==> src/rtl/hilo_pkg.sv <==
// hilo_pkg: shared op codes, FSM states and operand helper for the HI/LO unit
package hilo_pkg;
    localparam logic [2:0] OP_MULT  = 3'd0;
    localparam logic [2:0] OP_MULTU = 3'd1;
    localparam logic [2:0] OP_MADD  = 3'd2;
    localparam logic [2:0] OP_MSUB  = 3'd3;
    localparam logic [2:0] OP_MTHI  = 3'd4;
    localparam logic [2:0] OP_MTLO  = 3'd5;
    localparam logic [2:0] OP_DIV   = 3'd6;
    localparam logic [2:0] OP_DIVU  = 3'd7;
    typedef enum logic [1:0] {ST_IDLE = 2'd0, ST_RUN = 2'd1, ST_FIN = 2'd2} state_t;
    function automatic logic [31:0] mag32(input logic [31:0] v, input logic s);
        return (s && v[31]) ? -v : v;
    endfunction
endpackage

==> src/rtl/hilo_mul_step.sv <==
// hilo_mul_step: one K-bit shift-add multiply step on {acc, multiplier}
//   i_acc   upper product half, i_mplr lower half holding unconsumed multiplier bits
//   i_mcand multiplicand; o_acc/o_mplr the pair after retiring K multiplier bits
module hilo_mul_step #(
    parameter int K = 4
) (
    input  logic [31:0] i_acc,
    input  logic [31:0] i_mplr,
    input  logic [31:0] i_mcand,
    output logic [31:0] o_acc,
    output logic [31:0] o_mplr
);
    // acc < mcand always holds, so acc + mcand*digit fits in 32+K bits
    logic [31+K:0] w_sum;
    assign w_sum  = {{K{1'b0}}, i_acc} + ({{K{1'b0}}, i_mcand} * {{32{1'b0}}, i_mplr[K-1:0]});
    assign o_acc  = w_sum[31+K:K];
    assign o_mplr = {w_sum[K-1:0], i_mplr[31:K]};
endmodule

==> src/rtl/hilo_muldiv_unit.sv <==
// hilo_muldiv_unit: architectural HI/LO registers with iterative MULT/MULTU/MADD/MSUB, MTHI/MTLO
//   Clk, Reset_n (async active-low); Op_valid/Op_ready/Op_code request handshake;
//   A, B operands; Hi, Lo architectural registers; Busy while not idle; Done pulse in FIN.
//   Define HILO_DIV_EN to add DIV/DIVU (restoring divide); otherwise codes 6/7 are no-ops.
module hilo_muldiv_unit
    import hilo_pkg::*;
#(
    parameter int BITS_PER_CYCLE = 4
) (
    input  logic        Clk,
    input  logic        Reset_n,
    input  logic        Op_valid,
    output logic        Op_ready,
    input  logic [2:0]  Op_code,
    input  logic [31:0] A,
    input  logic [31:0] B,
    output logic [31:0] Hi,
    output logic [31:0] Lo,
    output logic        Busy,
    output logic        Done
);
    localparam int ITER = 32 / BITS_PER_CYCLE;
    state_t      r_state, w_next;
    logic [4:0]  r_cnt;
    logic [2:0]  r_op;
    logic        r_neg;
    logic [31:0] r_acc, r_mplr, r_mcand, r_hi, r_lo;
    logic [31:0] w_step_acc, w_step_mplr, w_run_acc, w_run_mplr;
    logic        w_accept, w_start, w_sgn;
    logic [63:0] w_prod, w_sprod, w_mres, w_res;
    assign w_accept = Op_valid && (r_state == ST_IDLE);
    assign w_sgn    = (Op_code != OP_MULTU) && (Op_code != OP_DIVU);
    hilo_mul_step #(.K(BITS_PER_CYCLE)) u_step (
        .i_acc   (r_acc),
        .i_mplr  (r_mplr),
        .i_mcand (r_mcand),
        .o_acc   (w_step_acc),
        .o_mplr  (w_step_mplr)
    );
    assign w_prod  = {r_acc, r_mplr};
    assign w_sprod = r_neg ? -w_prod : w_prod;
    assign w_mres  = (r_op == OP_MADD) ? {r_hi, r_lo} + w_sprod :
                     (r_op == OP_MSUB) ? {r_hi, r_lo} - w_sprod : w_sprod;
`ifdef HILO_DIV_EN
    // divide reuses acc as partial remainder and mplr as dividend/quotient shift register
    logic        r_rneg;
    logic [32:0] w_div_sh, w_div_sub;
    logic        w_div_ge;
    assign w_start    = w_accept && (!Op_code[2] || Op_code[1]);
    assign w_div_sh   = {r_acc, r_mplr[31]};
    assign w_div_sub  = w_div_sh - {1'b0, r_mcand};
    assign w_div_ge   = !w_div_sub[32];
    assign w_run_acc  = r_op[2] ? (w_div_ge ? w_div_sub[31:0] : w_div_sh[31:0]) : w_step_acc;
    assign w_run_mplr = r_op[2] ? {r_mplr[30:0], w_div_ge} : w_step_mplr;
    assign w_res      = r_op[2] ? {(r_rneg ? -r_acc : r_acc),
                                   ((r_mcand == 32'd0) ? 32'hFFFFFFFF : (r_neg ? -r_mplr : r_mplr))}
                                : w_mres;
`else
    assign w_start    = w_accept && !Op_code[2];
    assign w_run_acc  = w_step_acc;
    assign w_run_mplr = w_step_mplr;
    assign w_res      = w_mres;
`endif
    always_ff @(posedge Clk or negedge Reset_n) begin
        if (!Reset_n) r_state <= ST_IDLE;
        else          r_state <= w_next;
    end
    always_comb begin
        w_next = ST_IDLE;
        w_next = (r_state == ST_IDLE) ? (w_start ? ST_RUN : ST_IDLE) :
                 (r_state == ST_RUN)  ? ((r_cnt == 5'd0) ? ST_FIN : ST_RUN) : ST_IDLE;
    end
    always_ff @(posedge Clk or negedge Reset_n) begin
        if (!Reset_n) begin
            r_op    <= '0;
            r_neg   <= 1'b0;
            r_cnt   <= '0;
            r_acc   <= '0;
            r_mplr  <= '0;
            r_mcand <= '0;
            r_hi    <= '0;
            r_lo    <= '0;
`ifdef HILO_DIV_EN
            r_rneg  <= 1'b0;
`endif
        end else begin
            if (w_start) begin
                // core works on magnitudes; signs are reapplied in FIN
                r_op    <= Op_code;
                r_acc   <= '0;
                r_neg   <= w_sgn && (A[31] ^ B[31]);
                r_mplr  <= Op_code[2] ? mag32(A, w_sgn) : mag32(B, w_sgn);
                r_mcand <= Op_code[2] ? mag32(B, w_sgn) : mag32(A, w_sgn);
                r_cnt   <= Op_code[2] ? 5'd31 : 5'(ITER - 1);
`ifdef HILO_DIV_EN
                r_rneg  <= w_sgn && A[31];
`endif
            end else if (r_state == ST_RUN) begin
                r_acc  <= w_run_acc;
                r_mplr <= w_run_mplr;
                r_cnt  <= r_cnt - 5'd1;
            end
            if (w_accept && Op_code == OP_MTHI) r_hi <= A;
            if (w_accept && Op_code == OP_MTLO) r_lo <= A;
            if (r_state == ST_FIN) begin
                r_hi <= w_res[63:32];
                r_lo <= w_res[31:0];
            end
        end
    end
    assign Op_ready = (r_state == ST_IDLE);
    assign Busy     = (r_state != ST_IDLE);
    assign Done     = (r_state == ST_FIN);
    assign Hi       = r_hi;
    assign Lo       = r_lo;
endmodule

==> config.mk <==
export PLATFORM = sky130hd
export DESIGN_NAME = hilo_muldiv_unit
export DESIGN_NICKNAME = d
export VERILOG_FILES = /design/src/rtl/hilo_pkg.sv /design/src/rtl/hilo_mul_step.sv /design/src/rtl/hilo_muldiv_unit.sv
export SDC_FILE = /design/constraint.sdc
export NUM_CORES = 1
export LEC_CHECK = 0
export BUFFER_PORTS_ARGS = -buffer_cell sky130_fd_sc_hd__buf_2
export CORE_MARGIN = 1
export CORE_UTILIZATION = 29
export CTS_BUF_LIST = sky130_fd_sc_hd__clkbuf_16
export CTS_CLUSTER_SIZE = 12
export DETAILED_ROUTE_END_ITERATION = 8
export MAX_ROUTING_LAYER = met4
export PLACE_DENSITY = 0.44
export SLEW_MARGIN = 20
export SYNTH_ARGS = -nofsm -noshare
export SYNTH_HDL_FRONTEND = slang
export SYNTH_SLANG_ARGS = --single-unit
==> constraint.sdc <==
create_clock -name Clk -period 12.8 [get_ports Clk]
set_input_delay 0.64 -clock Clk [delete_from_list [all_inputs] [get_ports Clk]]
set_output_delay 0.64 -clock Clk [all_outputs]
set_load 0.01 [all_outputs]
======== Word level (Yosys, flattened, before mapping) ========
Cells that the tools add are included.
storage, ports and cells
  flip-flop bits (word level) ............. 171
  input bits .............................. 70
  output and inout port bits .............. 67
  logic and storage cells ................. 63
cells by class
  bitwise gates (word level) .............. 1
  reduce and logical (&&, ||, !) cells .... 15
  add/subtract/negate cells ............... 7
  eq/ne operators ......................... 8
  multiplexer cells ....................... 22
  multipliers ............................. 1
operators by type and width
  operator                                                               count
  32-bit two-way mux                                                     12
  64-bit two-way mux                                                     3
  64-bit adder                                                           1
  32-bit negator                                                         2
  64-bit negator                                                         1
  64-bit subtractor                                                      1
  32-bit by 36-bit adder with 36-bit output                              1
  32-bit by 4-bit multiplier with 36-bit output                          1
  5-bit two-way mux                                                      3
  1-bit logical AND                                                      8
  2-bit nonzero test                                                     4
  3-bit by 2-bit equality test with 1-bit output, second input constant  2
  3-bit equality test, second input constant                             2
  2-bit two-way mux                                                      3
  5-bit logical NOT                                                      1
  5-bit by 1-bit subtractor with 5-bit output, second input constant     1
  3-bit by 1-bit != test with 1-bit output, second input constant        1
  3-bit != test, second input constant                                   1
  2-bit by 1-bit equality test with 1-bit output, second input constant  1
  2-bit equality test, second input constant                             1
  2-bit logical NOT                                                      1
  1-bit logical NOT                                                      1
  1-bit two-way mux                                                      1
  1-bit XOR                                                              1

======== Depth between registers and ports, before layout ========
  depth in word-level cells ............... 6
  gate-level depth with buffers ........... 26
  gate-level depth less buffers ........... 24

======== By module ========
A second synthesis with hierarchy kept.
unflattened totals
  cell total of the unflattened synthesis .. 3091
  area total of the unflattened synthesis .. 23296.1 um^2
by module, submodules not included
  module            area an instance (um^2)  cells each  instances  sequential area each (um^2)
  hilo_muldiv_unit  17941.0                  2417        1          4279.1
  hilo_mul_step     5355.1                   674         1          0.0

======== Least setup slack after synthesis ========
No wires, ideal clock.
  kind .................................... reg-to-reg
  from .................................... register r_mplr[3]
  to ...................................... register r_acc[30]
  cell stages (with the launch flop) ...... 23
  setup time .............................. 0.134 ns
  path buffers ............................ 2
  clock period less this slack ............ 5.174 ns
  required time ........................... 12.666 ns
  arrival time ............................ 5.040 ns
  setup slack ............................. 7.626 ns
  cells stage by stage .................... dfrtp_1 -> clkbuf_1 -> clkbuf_1 -> and2_1 -> fa_1 -> fa_1 -> inv_1 -> fa_1 -> inv_1 -> ha_1 -> a21o_1 -> a21o_1 -> a21oi_1 -> nand2_1 -> a21o_1 -> a21oi_1 -> inv_1 -> o21a_1 -> o31a_1 -> or4_1 -> a31oi_1 -> xor2_1 -> o21ai_0
between the ends
  cells in the longest elaborated chain, start to end .. 4
RTL lines
  element                                        RTL line                 RTL
  start: declaration                             hilo_muldiv_unit.sv:27   logic [31:0] r_acc, r_mplr, r_mcand, r_hi, r_lo;
  start signal: assignment                       hilo_muldiv_unit.sv:92   r_mplr <= Op_code[2] ? mag32(A, w_sgn) : mag32(B, w_sgn);
  start signal: assignment                       hilo_muldiv_unit.sv:100  r_mplr <= w_run_mplr;
  32-bit by 4-bit multiplier with 36-bit output  hilo_mul_step.sv:15      assign w_sum = {{K{1'b0}}, i_acc} + ({{K{1'b0}}, i_mcand} * {{32{1'b0}}, i_mplr[K-1:0]});
  32-bit by 36-bit adder with 36-bit output      hilo_mul_step.sv:15
  32-bit two-way mux                             hilo_muldiv_unit.sv:98   end else if (r_state == ST_RUN) begin
  32-bit two-way mux                             hilo_muldiv_unit.sv:87   if (w_start) begin
  end signal: assignment                         hilo_muldiv_unit.sv:99   r_acc <= w_run_acc;
  end: declaration                               hilo_muldiv_unit.sv:27
Every way passes these cells. The select of a mux whose other input is x is not followed.
A chain may end at the register's enable or synchronous reset.

======== Worst setup path after layout ========
  from .................................... register r_mplr[1]
  to ...................................... register r_hi[31] (netlist: Hi[31])
between the ends
  cells in the longest elaborated chain, start to end .. 6
  elaborated cells between the ends (all ways) .. 7
  those cells by class .................... 3 x add/sub; 4 x mux
RTL lines
  element                 RTL line                 RTL
  64-bit negator          hilo_muldiv_unit.sv:41   assign w_sprod = r_neg ? -w_prod : w_prod;
  64-bit two-way mux (*)  hilo_muldiv_unit.sv:41
  64-bit subtractor       hilo_muldiv_unit.sv:43   (r_op == OP_MSUB) ? {r_hi, r_lo} - w_sprod : w_sprod;
  64-bit two-way mux      hilo_muldiv_unit.sv:43
  64-bit two-way mux (*)  hilo_muldiv_unit.sv:42   assign w_mres = (r_op == OP_MADD) ? {r_hi, r_lo} + w_sprod :
  32-bit two-way mux (*)  hilo_muldiv_unit.sv:105  if (r_state == ST_FIN) begin
  end signal: assignment  hilo_muldiv_unit.sv:106  r_hi <= w_res[63:32];
  end: declaration        hilo_muldiv_unit.sv:27
Mark *: on every way between the ends. The rest lies on a longest branch, timed or not.

==> results.yml <==
floorplanning:
  die_area_um2: 79780
  die_y_um: 282.5
  die_width_um: 282.5
  floorplan.rows: 102
  io_pins: 137
  effective_utilization_at_floorplan_pct: 29.40
  design.core.area_um2: 77590
place:
  port_buffers: 136
  placedCellCount: 3983
  hpwl_um: 73600
  placement.setup.worst_slack_ns: 6.105
  post_dp_cell_area_um2: 24370
  gpl.final_weighted_congestion: 0.9746
global_routing:
  grtUsageTotal_pct: 24.16
  grt_max_degree: 90
  grt_overflow_total: 0
  antenna_violations_before_repair: 8
  grt_pass1_wl_um: 139600
  grt_pass1_vias: 21620
layout:
  fin_area_um2: 24950
  post_layout_net_count: 3288
  layout_common_cells: "sky130_fd_sc_hd__inv_1 (301), sky130_fd_sc_hd__o21ai_0 (240), sky130_fd_sc_hd__a21oi_1 (240)"
  stdcell_count: 4018
  mostFrequentLayoutCell: "sky130_fd_sc_hd__inv_1"
  drive_gt1_share_pct: 9.445
  syn_to_layout_area_delta_pct: 9.374
min_path:
  min-delay-path-class: "input port to async pin"
synth:
  yosys.cell_types.count: 107
  asyncSetResetFlopFracSynth_pct: 100.0
  yosysWarnings: 0
  most_common_flop_cell_mapped_by_yosys: "sky130_fd_sc_hd__dfrtp_1"
  mapped_nets: 3279
  synthesis.area_um2: 22810
  synth_register_bits: 171
  syn_avg_cell_area_um2: 7.725
  synth_instances: 2953
  ys_seq_area_share_pct: 18.76
  synth-edff-count: 0
detailed_routing:
  remaining_drc_errors: 0
  iteration_count_of_the_initial_detailed_routing_pass: 5
  num_vias: 22180
  avgViaCountPerCell: 5.519
  postRouteWirelength_um: 93470
  drt_iter0_markers: 2183
  antenna_left: 0
  routed_wire_length_per_instance_um: 23.26
critical_path:
  crit_required_ns: 13.17
  path_class: "flop to flop"
  path_max_fanout: 35
  arrival_ns: 6.92
  startpoint_type: "flop"
  setup.worst_path.end_class: "flop"
sta:
  period_minus_slack_ns: 6.553
  finalCritPeriodShare_pct: 51.20
  setup_viol: 0
  finClkSkew_ns: 0.02561
  max_freq_mhz: 152.6
  totalNegativeSetupSlack_ns: 0
  rsz0062_at_grt: "false"
  postLayoutSetupSlackWorst_ns: 6.247
  timing_hold_violations_final: 0
  timing.max_slew.rel_slack_pct: 21.23
  worst-slew-pin-transition_ns: 1.165
  report.final.slew_viol_count: 0
clock_tree:
  clk_latency_ns: 0.52
  clock-root-buffer: "sky130_fd_sc_hd__clkbuf_16"
  post_cts_resize_count: 0
  cts_num_sinks: 171
  cts.reportedPaths.clkPinSlew_ns: 0.08
  cts_setup_buffers: 0
  cts_tree: "done"
  max_h_tree_level: 4
  cts-buffers-inserted: 17
  ctsLongestPathBuffers: 2
  ctsHoldBuffers: 0
flow_run:
  cap_viol_max_count: 0
run_status:
  run_status: "complete, no violations"
[synth_stat cells, types with 7 or more instances]
library cell | number | share of area (%)
sky130_fd_sc_hd__o41ai_1 | 17 | 0.65
sky130_fd_sc_hd__xnor2_1 | 134 | 5.1
sky130_fd_sc_hd__and2_1 | 132 | 3.6
sky130_fd_sc_hd__a221oi_1 | 10 | 0.38
sky130_fd_sc_hd__or3_1 | 17 | 0.47
sky130_fd_sc_hd__xor2_1 | 74 | 2.8
sky130_fd_sc_hd__o21bai_1 | 36 | 1.2
sky130_fd_sc_hd__mux2_2 | 17 | 0.84
sky130_fd_sc_hd__clkbuf_1 | 144 | 2.4
sky130_fd_sc_hd__nor2_1 | 183 | 3.0
sky130_fd_sc_hd__a21o_1 | 47 | 1.5
sky130_fd_sc_hd__o31ai_1 | 45 | 1.5
sky130_fd_sc_hd__nand4_1 | 18 | 0.49
sky130_fd_sc_hd__o211ai_1 | 33 | 1.1
sky130_fd_sc_hd__o21a_1 | 16 | 0.53
sky130_fd_sc_hd__nand3_1 | 69 | 1.5
sky130_fd_sc_hd__dfrtp_1 | 171 | 19
sky130_fd_sc_hd__nor2b_1 | 23 | 0.63
sky130_fd_sc_hd__a31oi_1 | 30 | 0.82
sky130_fd_sc_hd__inv_1 | 302 | 5.0
sky130_fd_sc_hd__nor3_1 | 50 | 1.1
sky130_fd_sc_hd__o22ai_1 | 16 | 0.44
sky130_fd_sc_hd__a211oi_1 | 28 | 0.92
sky130_fd_sc_hd__fa_1 | 93 | 8.2
sky130_fd_sc_hd__nand2_1 | 236 | 3.9
sky130_fd_sc_hd__mux2i_1 | 61 | 2.7
sky130_fd_sc_hd__buf_1 | 21 | 0.35
sky130_fd_sc_hd__nand3b_1 | 7 | 0.23
sky130_fd_sc_hd__o21ai_0 | 240 | 5.3
sky130_fd_sc_hd__nor4_1 | 35 | 0.96
sky130_fd_sc_hd__and3_1 | 17 | 0.47
sky130_fd_sc_hd__a22oi_1 | 26 | 0.86
sky130_fd_sc_hd__nand2b_1 | 24 | 0.66
sky130_fd_sc_hd__a21oi_1 | 240 | 5.3
sky130_fd_sc_hd__or2_2 | 8 | 0.22
sky130_fd_sc_hd__or4_1 | 16 | 0.53
sky130_fd_sc_hd__ha_1 | 163 | 8.9
[worst max-delay path, stage by stage (launching register included)]
cell and delay, ns:
sky130_fd_sc_hd__dfrtp_1 0.98, sky130_fd_sc_hd__inv_1 0.19, sky130_fd_sc_hd__ha_1 0.27, sky130_fd_sc_hd__nand2b_1 0.16
sky130_fd_sc_hd__o41ai_1 0.10, sky130_fd_sc_hd__xor2_1 0.34, sky130_fd_sc_hd__inv_1 0.08, sky130_fd_sc_hd__ha_1 0.36
sky130_fd_sc_hd__a21oi_1 0.23, sky130_fd_sc_hd__nand2_1 0.07, sky130_fd_sc_hd__o21ai_0 0.60, sky130_fd_sc_hd__nor4_1 0.21
sky130_fd_sc_hd__nor4b_1 1.03, sky130_fd_sc_hd__o32ai_1 0.23, sky130_fd_sc_hd__buf_4 0.21, sky130_fd_sc_hd__a21oi_1 0.12
sky130_fd_sc_hd__a21oi_1 0.16, sky130_fd_sc_hd__nand4b_1 0.15, sky130_fd_sc_hd__mux2_2 0.34, sky130_fd_sc_hd__a221o_1 0.29
sky130_fd_sc_hd__a211oi_1 0.22, sky130_fd_sc_hd__a21oi_1 0.06
[through the flow]
step / utilization [%] / hold WS [ns]
3_5_place_dp: 31.40 / 0.5024
6_report: 32.15 / 0.2089
3_3_place_gp: 31.40 / 0.4943
5_1_grt: 32.15 / 0.2648
2_1_floorplan: - / 0.3444
4_1_cts: 32.14 / 0.2361
[layer usage]
layer  track usage (%)  routed length, um  up-vias
li1                  -                  -    10360
met1             34.28              45110    10940
met3             4.237               6236       93
met5                 -                  0        -
met2             35.15              39960      789
met4             5.891               2166        0
[sequential cells by signal (all words and copies together) (netlist names)]
register	cells
r_neg	1
r_mcand	32
r_state	2
r_acc	32
r_mplr	32
r_cnt	5
r_op	3
Lo	32
Hi	32
[path summary, 6_finish.rpt]
path,startpoint,to,slack (ns),depth (start not counted)
max,r_mplr[1],Hi[31],6.25,21
min,Reset_n,r_mplr[20],0.21,1
max reg2reg,r_mplr[1],Hi[31],6.25,21
min reg2reg,r_acc[18],r_acc[18],0.52,2
max in group asynchronous,Reset_n,r_mplr[3],11.29,2
min in group Clk,Op_code[1],r_op[1],0.39,3
[cell families (layout without fill, tap and decap cells)]
| logic type | count (synthesis) | count (layout) | synth area share (%) |
|---|---|---|---|
| and+or+nand+nor | 878 | 878 | 19.72 |
| DFF | 171 | 171 | 18.76 |
| buffers and inverters | 472 | 494 | 7.811 |
| AOI/OAI and AO/OA | 890 | 890 | 25.11 |
| xor gates and xnor gates | 208 | 208 | 7.986 |
| muxes | 78 | 78 | 3.516 |
| adders and majority gates | 256 | 256 | 17.10 |
| other | 0 | 3 | 0 |
[final cells by class]
cell class	count	area (um^2)
Antenna cell	3	7.507
Clock buffer	17	425.4
Clock inverter	15	146.4
Fill cell	8467	52650
Inverter	304	1141
Multi-Input combinational cell	2310	16790
Sequential cell	171	4285
Tap cell	1040	1301
Timing Repair Buffer	158	854.6
Power is left out: the tool's default activity adds up to more than one toggle a clock period on the data nets, which glitch-free logic cannot reach.
